## src/rtl/sobel_frame_sequencer.sv

```systemverilog
// sobel_frame_sequencer: frame gate between the YUV input FIFO and sobel_ctrl, with row flush and output counting.
// Define SOBEL_SEQ_TIMEOUT_EN to build the DRAIN watchdog that drives err_timeout.
module sobel_frame_sequencer #(
    parameter logic [23:0] FLUSH_DATA  = 24'h008080,
    parameter int unsigned TIMEOUT_CYC = 65535
) (
    input  logic        clk,
    input  logic        rst_p,
    input  logic        start,
    input  logic [11:0] cfg_width,
    input  logic [11:0] cfg_height,
    input  logic [7:0]  cfg_threshold,
    output logic [7:0]  threshold,
    input  logic [23:0] src_data,
    input  logic        src_valid,
    output logic        src_ready,
    output logic [23:0] dp_data,
    output logic        dp_valid,
    input  logic        dp_ready,
    input  logic        out_valid,
    input  logic        out_ready,
    output logic        busy,
    output logic        done,
    output logic        err_timeout,
    output logic [23:0] pix_in_cnt,
    output logic [23:0] pix_out_cnt
);

    typedef enum logic [2:0] {IDLE, FEED, FLUSH, DRAIN, DONE} state_t;

    state_t      state;
    logic [11:0] width_q;
    logic [11:0] flush_cnt;
    logic [23:0] total;
    logic [23:0] out_cnt_nxt;
    logic        in_fire;
    logic        out_fire;
    logic        cfg_ok;
    logic        count_out;

`ifdef SOBEL_SEQ_TIMEOUT_EN
    localparam logic [15:0] IDLE_LAST = 16'(TIMEOUT_CYC - 1);
    logic [15:0] idle_cnt;
`else
    assign err_timeout = 1'b0;
`endif

    assign in_fire     = dp_valid & dp_ready;
    assign out_fire    = out_valid & out_ready;
    assign cfg_ok      = (cfg_width >= 12'd3) && (cfg_height >= 12'd3);
    assign count_out   = out_fire && (state == FEED || state == FLUSH || state == DRAIN);
    assign out_cnt_nxt = pix_out_cnt + {23'd0, out_fire};

    // FEED forwards the FIFO handshake with zero latency; FLUSH substitutes the neutral pixel.
    always_comb begin
        dp_valid  = 1'b0;
        dp_data   = '0;
        src_ready = 1'b0;
        case (state)
            FEED: begin
                dp_valid  = src_valid;
                dp_data   = src_data;
                src_ready = dp_ready;
            end
            FLUSH: begin
                dp_valid = 1'b1;
                dp_data  = FLUSH_DATA;
            end
            default: ;
        endcase
    end

    always_ff @(posedge clk) begin
        if (rst_p) begin
            state       <= IDLE;
            width_q     <= '0;
            flush_cnt   <= '0;
            total       <= '0;
            threshold   <= '0;
            pix_in_cnt  <= '0;
            pix_out_cnt <= '0;
            busy        <= 1'b0;
            done        <= 1'b0;
`ifdef SOBEL_SEQ_TIMEOUT_EN
            idle_cnt    <= '0;
            err_timeout <= 1'b0;
`endif
        end else begin
            done <= 1'b0;
            if (count_out) begin
                pix_out_cnt <= out_cnt_nxt;
            end
            case (state)
                IDLE: begin
                    if (start && cfg_ok) begin
                        state       <= FEED;
                        busy        <= 1'b1;
                        width_q     <= cfg_width;
                        total       <= {12'd0, cfg_width} * {12'd0, cfg_height};
                        threshold   <= cfg_threshold;
                        pix_in_cnt  <= '0;
                        pix_out_cnt <= '0;
`ifdef SOBEL_SEQ_TIMEOUT_EN
                        err_timeout <= 1'b0;
`endif
                    end
                end
                FEED: begin
                    if (in_fire) begin
                        pix_in_cnt <= pix_in_cnt + 24'd1;
                        if (pix_in_cnt + 24'd1 == total) begin
                            state     <= FLUSH;
                            flush_cnt <= '0;
                        end
                    end
                end
                FLUSH: begin
                    // flush_cnt == width_q marks the (width+1)-th flush pixel
                    if (in_fire) begin
                        if (flush_cnt == width_q) begin
                            state <= DRAIN;
`ifdef SOBEL_SEQ_TIMEOUT_EN
                            idle_cnt <= '0;
`endif
                        end else begin
                            flush_cnt <= flush_cnt + 12'd1;
                        end
                    end
                end
                DRAIN: begin
                    if (out_cnt_nxt >= total) begin
                        state <= DONE;
                        busy  <= 1'b0;
                        done  <= 1'b1;
                    end
`ifdef SOBEL_SEQ_TIMEOUT_EN
                    else if (out_fire) begin
                        idle_cnt <= '0;
                    end else if (idle_cnt == IDLE_LAST) begin
                        state       <= DONE;
                        busy        <= 1'b0;
                        done        <= 1'b1;
                        err_timeout <= 1'b1;
                    end else begin
                        idle_cnt <= idle_cnt + 16'd1;
                    end
`endif
                end
                DONE: begin
                    state <= IDLE;
                end
                default: begin
                    state <= IDLE;
                    busy  <= 1'b0;
                end
            endcase
        end
    end

endmodule

```

## config.mk

```make
export PLATFORM = sky130hd
export DESIGN_NAME = sobel_frame_sequencer
export DESIGN_NICKNAME = d
export VERILOG_FILES = /design/src/rtl/sobel_frame_sequencer.sv
export SDC_FILE = /design/constraint.sdc
export NUM_CORES = 1
export LEC_CHECK = 0
export BUFFER_PORTS_ARGS = -buffer_cell sky130_fd_sc_hd__buf_2
export CAP_MARGIN = 20
export CORE_MARGIN = 3
export CORE_UTILIZATION = 55
export DETAILED_ROUTE_END_ITERATION = 16
export PLACE_DENSITY = 0.76
export SLEW_MARGIN = 20
export SYNTH_ARGS = -nofsm -noshare
export SYNTH_HDL_FRONTEND = slang
export SYNTH_SLANG_ARGS = --single-unit
```

## constraint.sdc

```tcl
create_clock -name clk -period 6.65 [get_ports clk]
set_input_delay 0.9975 -clock clk [delete_from_list [all_inputs] [get_ports clk]]
set_output_delay 0.9975 -clock clk [all_outputs]
set_load 0.01 [all_outputs]
```

==> results of run 1 <==
## power by group through the flow
stage / logic, mW / clock network, mW / registers, mW
after floorplan: 2.14 / 0 / 0.790
after global placement: 2.68 / 0 / 0.844
after detailed placement: 2.72 / 0 / 0.846
after CTS: 2.74 / 0.564 / 0.831
after global routing: 3.13 / 0.587 / 0.843
final: 2.74 / 0.551 / 0.835
## state kept, by name (all words and copies together) (netlist names)
name,cells
pix_in_cnt,24
pix_out_cnt,24
total,24
flush_cnt,12
width_q,12
threshold,8
state,3
busy,1
done,1
## cell usage after synthesis, types with 12 or more instances
| cell | instances |
|---|---|
| a211oi_1 | 17 |
| or3_1 | 12 |
| nor3_1 | 21 |
| inv_1 | 165 |
| ha_1 | 90 |
| xor2_1 | 43 |
| xnor2_1 | 65 |
| dfxtp_1 | 109 |
| nand4_1 | 20 |
| o21ai_0 | 42 |
| and2_1 | 67 |
| a21oi_1 | 100 |
| fa_1 | 100 |
| nand3_1 | 43 |
| nand2_1 | 222 |
| and3_1 | 42 |
| nor2_1 | 91 |
| clkbuf_1 | 70 |
| nor4_1 | 16 |
## path summary, 6_finish.rpt
kind	endpoint	cells after the start	slack [ns]	start
worst max-delay path	total[22]	20	0.48	cfg_height[8]
worst min-delay path	threshold[4]	2	0.46	threshold[4]
worst max register to register	state[0]	16	1.97	pix_out_cnt[0]
worst min register to register	threshold[4]	2	0.46	threshold[4]
## layer usage
layer  vias to the layer above  global-route usage (%)
li1                       5013                       -
met1                      4971                    35.5
met2                       406                    45.1
met3                        64                    3.97
met4                         0                    7.91
met5                         -                       0
## per-stage QoR
step | cell area [um^2] | power [mW] | instances | hold WS (ns)
after floorplan | 11400 | 2.93 | 1459 | 0.449
after global placement | 12300 | 3.52 | 1807 | 0.439
after detailed placement | 12300 | 3.56 | 1807 | 0.446
after CTS | 12600 | 4.13 | 1823 | 0.458
after global routing | 12600 | 4.56 | 1823 | 0.474
final | 12600 | 4.13 | 1823 | 0.456
## worst reg2reg max path: cells and delay by family, from the launching register on
| kind | cells | cell delay, ns |
|---|---|---|
| AO/OA/AOI/OAI | 5 | 1.38 |
| XOR/XNOR | 1 | 0.15 |
| adder cells (fa/ha/maj) | 3 | 0.78 |
| flip-flops | 1 | 0.39 |
| AND/OR/NAND/NOR | 7 | 1.90 |
## cell families (layout without fill, tap and decap cells)
group,after synthesis,count (layout),share of synthesized area (%)
AND/OR/NAND/NOR,581,581,25.0
buffers and inverters,245,339,8.19
AO/OA/AOI/OAI,222,222,11.7
adder cells (fa/ha/maj),190,190,27.4
flip-flops,109,109,19.1
XOR/XNOR,108,108,8.28
multiplexers,3,3,0.274
other,1,1,0.0328
## final cells by class
cell class	instances	area, um^2	share of cell area, %
inverters	165	619	4.92
repair buffers	158	821	6.53
flip-flops and latches	109	2180	17.3
clock inverters	7	78.8	0.627
multi-input cells	1105	8310	66.1
clock buffers	9	225	1.79
well taps	270	338	2.69
==> results list, run 1 <==
- Area of the core: around 20,000 um^2
- Critical Path Start Type: input pin
* Number of enable flip-flop cells after synthesis: 0
* Crit path buf inv count: 5
- The first global-routing pass estimated between 40,000 and 50,000 um of wire.
- Final-layout setup total negative slack: 0 ns
* Final slew viol count: 0
- At the worst endpoint, the required time is a little under 7 ns.
* Number of unique standard cell types used by synthesis: 63
- Number of fill cells: roughly 1.8k
* Portion of total power attributed to combinational logic: ~66%
- The final hold violation count came to 0.
- In this run, CTS created clock tree buffers numbering 9.
- Based on the critical path, the design can be clocked at up to between 150 and 200 MHz.
* Number of cells produced by synthesis: 1,459
- Met3 wire len: 2040 um
* Number of H-tree levels: 3
- Hold buffer count at CTS: 0
* Number of vias after detailed routing: around 10k
- Remaining max-slew budget at the tightest pin: 33.7%
- Sequential cells were found to cover a little under a fifth of the synthesized design area.
- For this run, the leading register cell type out of synthesis is dfxtp_1.
* Die Wd: ~150 um
- Most repeated library cell on the critical path: fa_1
* Ratio of final minimum period to clock period: 92.8%
* Buffers inserted during post-CTS setup optimization: 0
* Antenna violations before repair: 0
* Power per cell area: between 300 and 400 nW/um^2
- In this run switching power makes up about half of total power.
- Master of the slowest instance on the critical path: fa_1
- The synthesized netlist occupies a cell area of roughly 11,000 um^2.
- Post-Place Worst Slack: ~0.13 ns
- The wire-length estimate of the detail-placed layout is between 20,000 and 25,000 um.
* Detailed router's first-iteration violation count: 665
- Worst-case vdd ir drop: about 0.00033 V
* Total routing usage reported by global routing: a little over a quarter
- Measured along the y axis, the die boundary spans 150 um.
- Detail Route met2 WL: around 14,000 um
- Fin crit period: between 6 and 7 ns
- TritonCTS built the clock tree.
* Ordered list of cells on the worst path: buf_2 > and2_1 > fa_1 > inv_1 > fa_1 > inv_1 > fa_1 > fa_1 > inv_1 > fa_1 > inv_1 > ha_1 > a211oi_1 > nor2_1 > o311ai_0 > o211ai_1 > nand3_1 > or3b_2 > mux2i_1 > a211oi_1
- Final nets: around 1.8k
* Syn_area_per_cell: between 7 and 8 um^2
* Largest net degree at the start of global routing: 90
- Fraction of registers with async set or reset after synthesis: 0%
- The number of antenna diodes in the final layout is 0.
- Net count of the mapped netlist: around 1.7k
- Fin util: between 60% and 70%
- Counting along the longest clock path gives a buffer depth of 2.
- Internal power comes to roughly 2.1 mW.
* Crit path max-delay family: adder cells
* Part of the power in the clock network: 13.4%
- The biggest area contributor in the post-synthesis netlist is dfxtp_1.
- In this run the remaining antenna-violating nets after routing total 0.
* Post-cts repair resize count: 0
- Max Used Layer: met4
- After floorplanning, the core was divided into between 50 and 60 placement rows.
- Register bit count reported by yosys: around 110
- Overflow after GRT: 0
- The count of buffers added on input and output ports is about 150.
- Number of global-route vias before repair: approximately 9.9k
* Endpoint type of the worst setup path: register
- Cells with a size suffix above 1 make up a little under an eighth of the layout.
- For this design the total switching power over the nets is ~2 mW.
* # setup viols final: 0
- RSZ-0062 raised after global routing: false
- The initial utilization of the core area, before any placement, comes to approximately 56%.
* Fin worst setup slack: 0.478 ns
* Arrival time of the worst setup path: around 6.4 ns
- CP max stage delay: approximately 0.56 ns
* Worst skew pair latency: between 0.3 and 0.4 ns
* Routability-driven placement congestion ratio: just over 0.9
- After detailed routing, the total wire length is between 20,000 and 30,000 um.
* CP max FO: 13
- The tree built by TritonCTS fans out to 109 sinks.
- In the final routed layout, each cell accounts on average for ~16 um.
- Leaving out fill and tap cells, the most frequent cell in the layout is nand2_1.
- The tool flagged a number of max-cap violations equal to 0.
- Synth area leaders: dfxtp_1, fa_1, ha_1
- In the routed design, unresolved DRC markers number 0.
* Clk Tree Root Cell: clkbuf_16
- The share of synthesized area in the top cell type comes to roughly a fifth.
- Register share of total power: ~20%
- Leaving out fill and tap cells, the most frequent cells in the layout are nand2_1, inv_1, buf_2.
- Warnings, synthesis: 0
- The path class of the tightest hold or removal check is reg -> reg.
* Post-Route M1 WL: approximately 13,000 um
- Die area: between 20,000 and 25,000 um^2
* Critical path start-end classification: in -> reg
- At the pin with the least slew margin, the transition time is roughly 1 ns.
* Average via count per standard cell: roughly 5.7
- Clock-pin slew was measured on the worst setup and hold paths at 0.09 ns.
- Ports placed on the boundary: between 100 and 150
- Compared with the post-synthesis result, the final layout area differs by 10.1%.
* Final Skew: between 0.015 and 0.02 ns
- Leakage power figure: between 5 and 6 nW
* First drt pass iteration count: 5
- The run finished with clean final reports.
Power figures use the tool's default switching activity.
==> inputs of run 2 (changes only) <==
--- a/config.mk
+++ b/config.mk
@@ -8,9 +8,9 @@
 export BUFFER_PORTS_ARGS = -buffer_cell sky130_fd_sc_hd__buf_2
 export CAP_MARGIN = 20
 export CORE_MARGIN = 3
-export CORE_UTILIZATION = 55
+export CORE_UTILIZATION = 25
 export DETAILED_ROUTE_END_ITERATION = 16
-export PLACE_DENSITY = 0.76
+export HOLD_SLACK_MARGIN = 0.05
 export SLEW_MARGIN = 20
 export SYNTH_ARGS = -nofsm -noshare
 export SYNTH_HDL_FRONTEND = slang
==> run 2 against run 1 <==
Compared with the run above:
- clock-buffer cell count did not move
- setup slack improved by 0.11 ns
- sequential power fell by 2%
- flip-flop and latch count did not move
- first-iteration DRC count fell by 1.1%
- die area rose by 110%
- register-to-register slack improved by 0.15 ns
- via count fell by 0.99%
- worst hold slack got worse by 0.0011 ns
- total power rose by 4.3%
- routed wire length rose by 17%
- highest routed layer is now met5
==> results list, run 2 (same netlist as run 1, synthesis figures left out) <==
* Total routing usage reported by global routing: 14.3% (-12 points)
* Final-layout setup total negative slack: 0 ns (unchanged)
- Status: completed
- STA classifies the critical path endpoint as a register.
- TritonCTS built the clock tree.
- The number of failing setup endpoints in the final timing report is 0 (unchanged).
- STA classifies the critical path startpoint as an input pin.
- The clock-pin slew on the worst setup and hold paths was 0.08 ns (about the same).
* Worst hold slack across all endpoints: 0.455 ns (-0.00107 ns)
- Hold violation total from the final report: 0 (unchanged)
* Number of standard-cell rows in the floorplan: 77 (+48%)
- The overall die height was 220 um (+46%).
- Fin worst setup slack: 0.591 ns (+0.114 ns)
- The power per standard cell area came to 330 nW/um^2 (+0.66%).
- Ordered list of cells on the worst path: buf_2 > and2_1 > fa_1 > inv_1 > fa_1 > inv_1 > fa_1 > fa_1 > inv_1 > fa_1 > inv_1 > ha_1 > a211oi_1 > nor2_1 > o311ai_0 > o211ai_1 > nand3_1 > or3b_2 > mux2i_1 > a211oi_1
* Commonest non-fill, non-tap cells in the layout: nand2_1, inv_1, buf_2
- The worst register-to-register path begins at pix_out_cnt[0].
- Worst R2R End: state[1]
* Min-Delay Endpoint: threshold[1]
- The headroom to the max-slew limit is 32.2% (-1.5 points).
- The total design power came to 4.30 mW (+4.3%).
- Largest net degree at the start of global routing: 51 (-43%)
- The standby leakage power is 5.92 nW (+0.52%).
- Post-Place Worst Slack: 0.250 ns (+0.123 ns)
- Hold buffer count at CTS: 0 (unchanged)
- Highest Clock Rate: 165 MHz (+1.9%)
- CP max stage delay: 0.55 ns (about the same)
- The slew at the pin closest to its max-slew limit is 1.01 ns (+0.0259 ns).
- The count of filler cells inserted in the layout is 4,814 (+160%).
- The number of global-route vias before repair is 10.5k (+5.4%).
- The count of buffers added by post-CTS timing repair for setup is 0 (unchanged).
- The total count of max-transition violations in the final report was 0 (unchanged).
- The half-perimeter wire length after detailed placement was 27,500 um (+19%).
- The worst reg2reg path depth came to 16 (unchanged).
- Min-Delay Startpoint: threshold[1]
- By startpoint and endpoint, the worst setup path is classified as in -> reg.
- Die area: 48,300 um^2 (+110%)
- Antenna violations before repair: 3 (+3)
- Area after detailed placement: 12,700 um^2 (+3.5%)
* Number of sinks on the clock net: 109 (unchanged)
- The I/O pin total came to 148 (unchanged).
- Worst-case vdd ir drop: 0.000355 V (+7.5%)
- Fin crit period: 6.06 ns (-0.114 ns)
* Die Wd: 220 um (+46%)
- The area growth from synthesis to layout is 14.1%.
- Overflow after GRT: 0 (unchanged)
- The largest fanout on the critical path is 13 (unchanged).
- Number of H-tree levels: 3 (unchanged)
* Setup slack, reg-to-reg: 2.12 ns (+0.15 ns)
* Count of inserted antenna diode cells: 0 (unchanged)
- Detailed router's first-iteration violation count: 658 (-1.1%)
- The final-stage net count was 1,805 (+0.22%).
* Final Skew: 0.0112 ns (-0.00570 ns)
- Max Root-Sink Buffers: 2 (unchanged)
- The count of instances resized after the clock tree is built is 0 (unchanged).
* Wire length after detailed routing: 34,600 um (+17%)
- Clk Tree Root Cell: clkbuf_16
- The remaining antenna violation count was 0 (unchanged).
- Routability-driven placement congestion ratio: 0.859 (-5.2%)
- The number of port buffers is 146 (unchanged).
* Average via count per standard cell: 4.82 (-16%)
* Worst min-delay path category: reg -> reg
- Area of the core: 44,700 um^2 (+120%)
- DRC violations left: 0 (unchanged)
- Most repeated library cell on the critical path: fa_1
* Design Area, Final: 13,000 um^2 (+3.6%)
- RSZ-0062 raised after global routing: false
- Average detailed-routed wire length per instance: 16.1 um (-1.1%)
- The global-route wire length before repair is 55,300 um (+14%).
- First drt pass iteration count: 4 (-1)
- Commonest non-fill, non-tap cell in the layout: nand2_1
* Number of vias after detailed routing: 10.4k (-0.99%)
- On the critical path, the stage with the largest delay is an instance of fa_1.
* Registers with the most flip-flops: pix_in_cnt x24, pix_out_cnt x24, total x24
- The initial core utilization came to 25.6% (-31 points).
* Worst skew pair latency: 0.36 ns (about the same)
- The number of max-capacitance violations reported is 0 (unchanged).
* Required time at the worst-slack endpoint: 6.92 ns (about the same)
- The ratio of final minimum period to clock period is 91.1% (-1.7 points).
- Fraction of final layout cells sized beyond drive strength 1: 12.1% (+0.16 points)
- The CTS buffer count was 9 (unchanged).
- The data arrival at the endpoint of the critical path came to 6.32 ns (-0.12 ns).
- The hold-critical path depth came to 2 (unchanged).
[run 2: changes by cell type in the layout (fill, tap and decap cells not counted)]
cell	change
buf_4	+4
bufinv_16	+2
clkinv_8	-2
clkinvlp_4	+1
inv_6	-1
nor3_1	+1
nor3_2	-1
[run 2: routing by layer]
| layer | GRT usage (%) | share of wire (%) | vias up | wire (um) |
|---|---|---|---|---|
| li1 | - | - | 5019 | - |
| met3 | 2.50 | 5.0 | 61 | 1730 |
| met2 | 24.8 | 48 | 239 | 16600 |
| met4 | 4.23 | 2.6 | 6 | 911 |
| met1 | 18.2 | 44 | 5026 | 15400 |
| met5 | 0 | 0.11 | - | 39 |
[run 2: how the worst max path moves through the flow]
stage,startpoint,to,slack (ns),depth (start not counted)
after detailed placement,cfg_height[8],total[22],0.25,20
after CTS,cfg_height[8],total[22],0.60,20
after global routing,cfg_width[1],total[22],0.25,19
final,cfg_height[8],total[22],0.59,20
after global placement,cfg_height[8],total[22],0.32,20
after floorplan,cfg_height[11],total[22],0.47,20
[run 2: power breakdown]
group          switching, mW  internal (mW)
Combinational           1.71           1.16
Clock                  0.277          0.337
Sequential            0.0901          0.726
Total                   2.08           2.23
[run 2: final cells by class]
class / count / area [um^2] / share of cell area (%)
Clock buffer: 9 / 225 / 1.73
Sequential cell: 109 / 2180 / 16.7
Tap cell: 592 / 741 / 5.68
Timing Repair Buffer: 162 / 851 / 6.53
Inverter: 165 / 619 / 4.75
Multi-Input combinational cell: 1105 / 8310 / 63.8
Clock inverter: 7 / 105 / 0.806
[run 2: worst max-delay path: cells and delay by family]
| kind | cells | cell delay, ns |
|---|---|---|
| muxes | 1 | 0.14 |
| buffers and inverters | 5 | 0.39 |
| AOI/OAI and AO/OA | 4 | 1.07 |
| adders and majority gates | 6 | 2.88 |
| and+or+nand+nor | 4 | 0.85 |
[run 2: metrics by stage]
stage / utilization [%] / std cells
3_3_place_gp: 28.4 / 2133
4_1_cts: 29.2 / 2149
3_5_place_dp: 28.4 / 2133
6_report: 29.2 / 2149
5_1_grt: 29.2 / 2149
2_1_floorplan: - / 1459
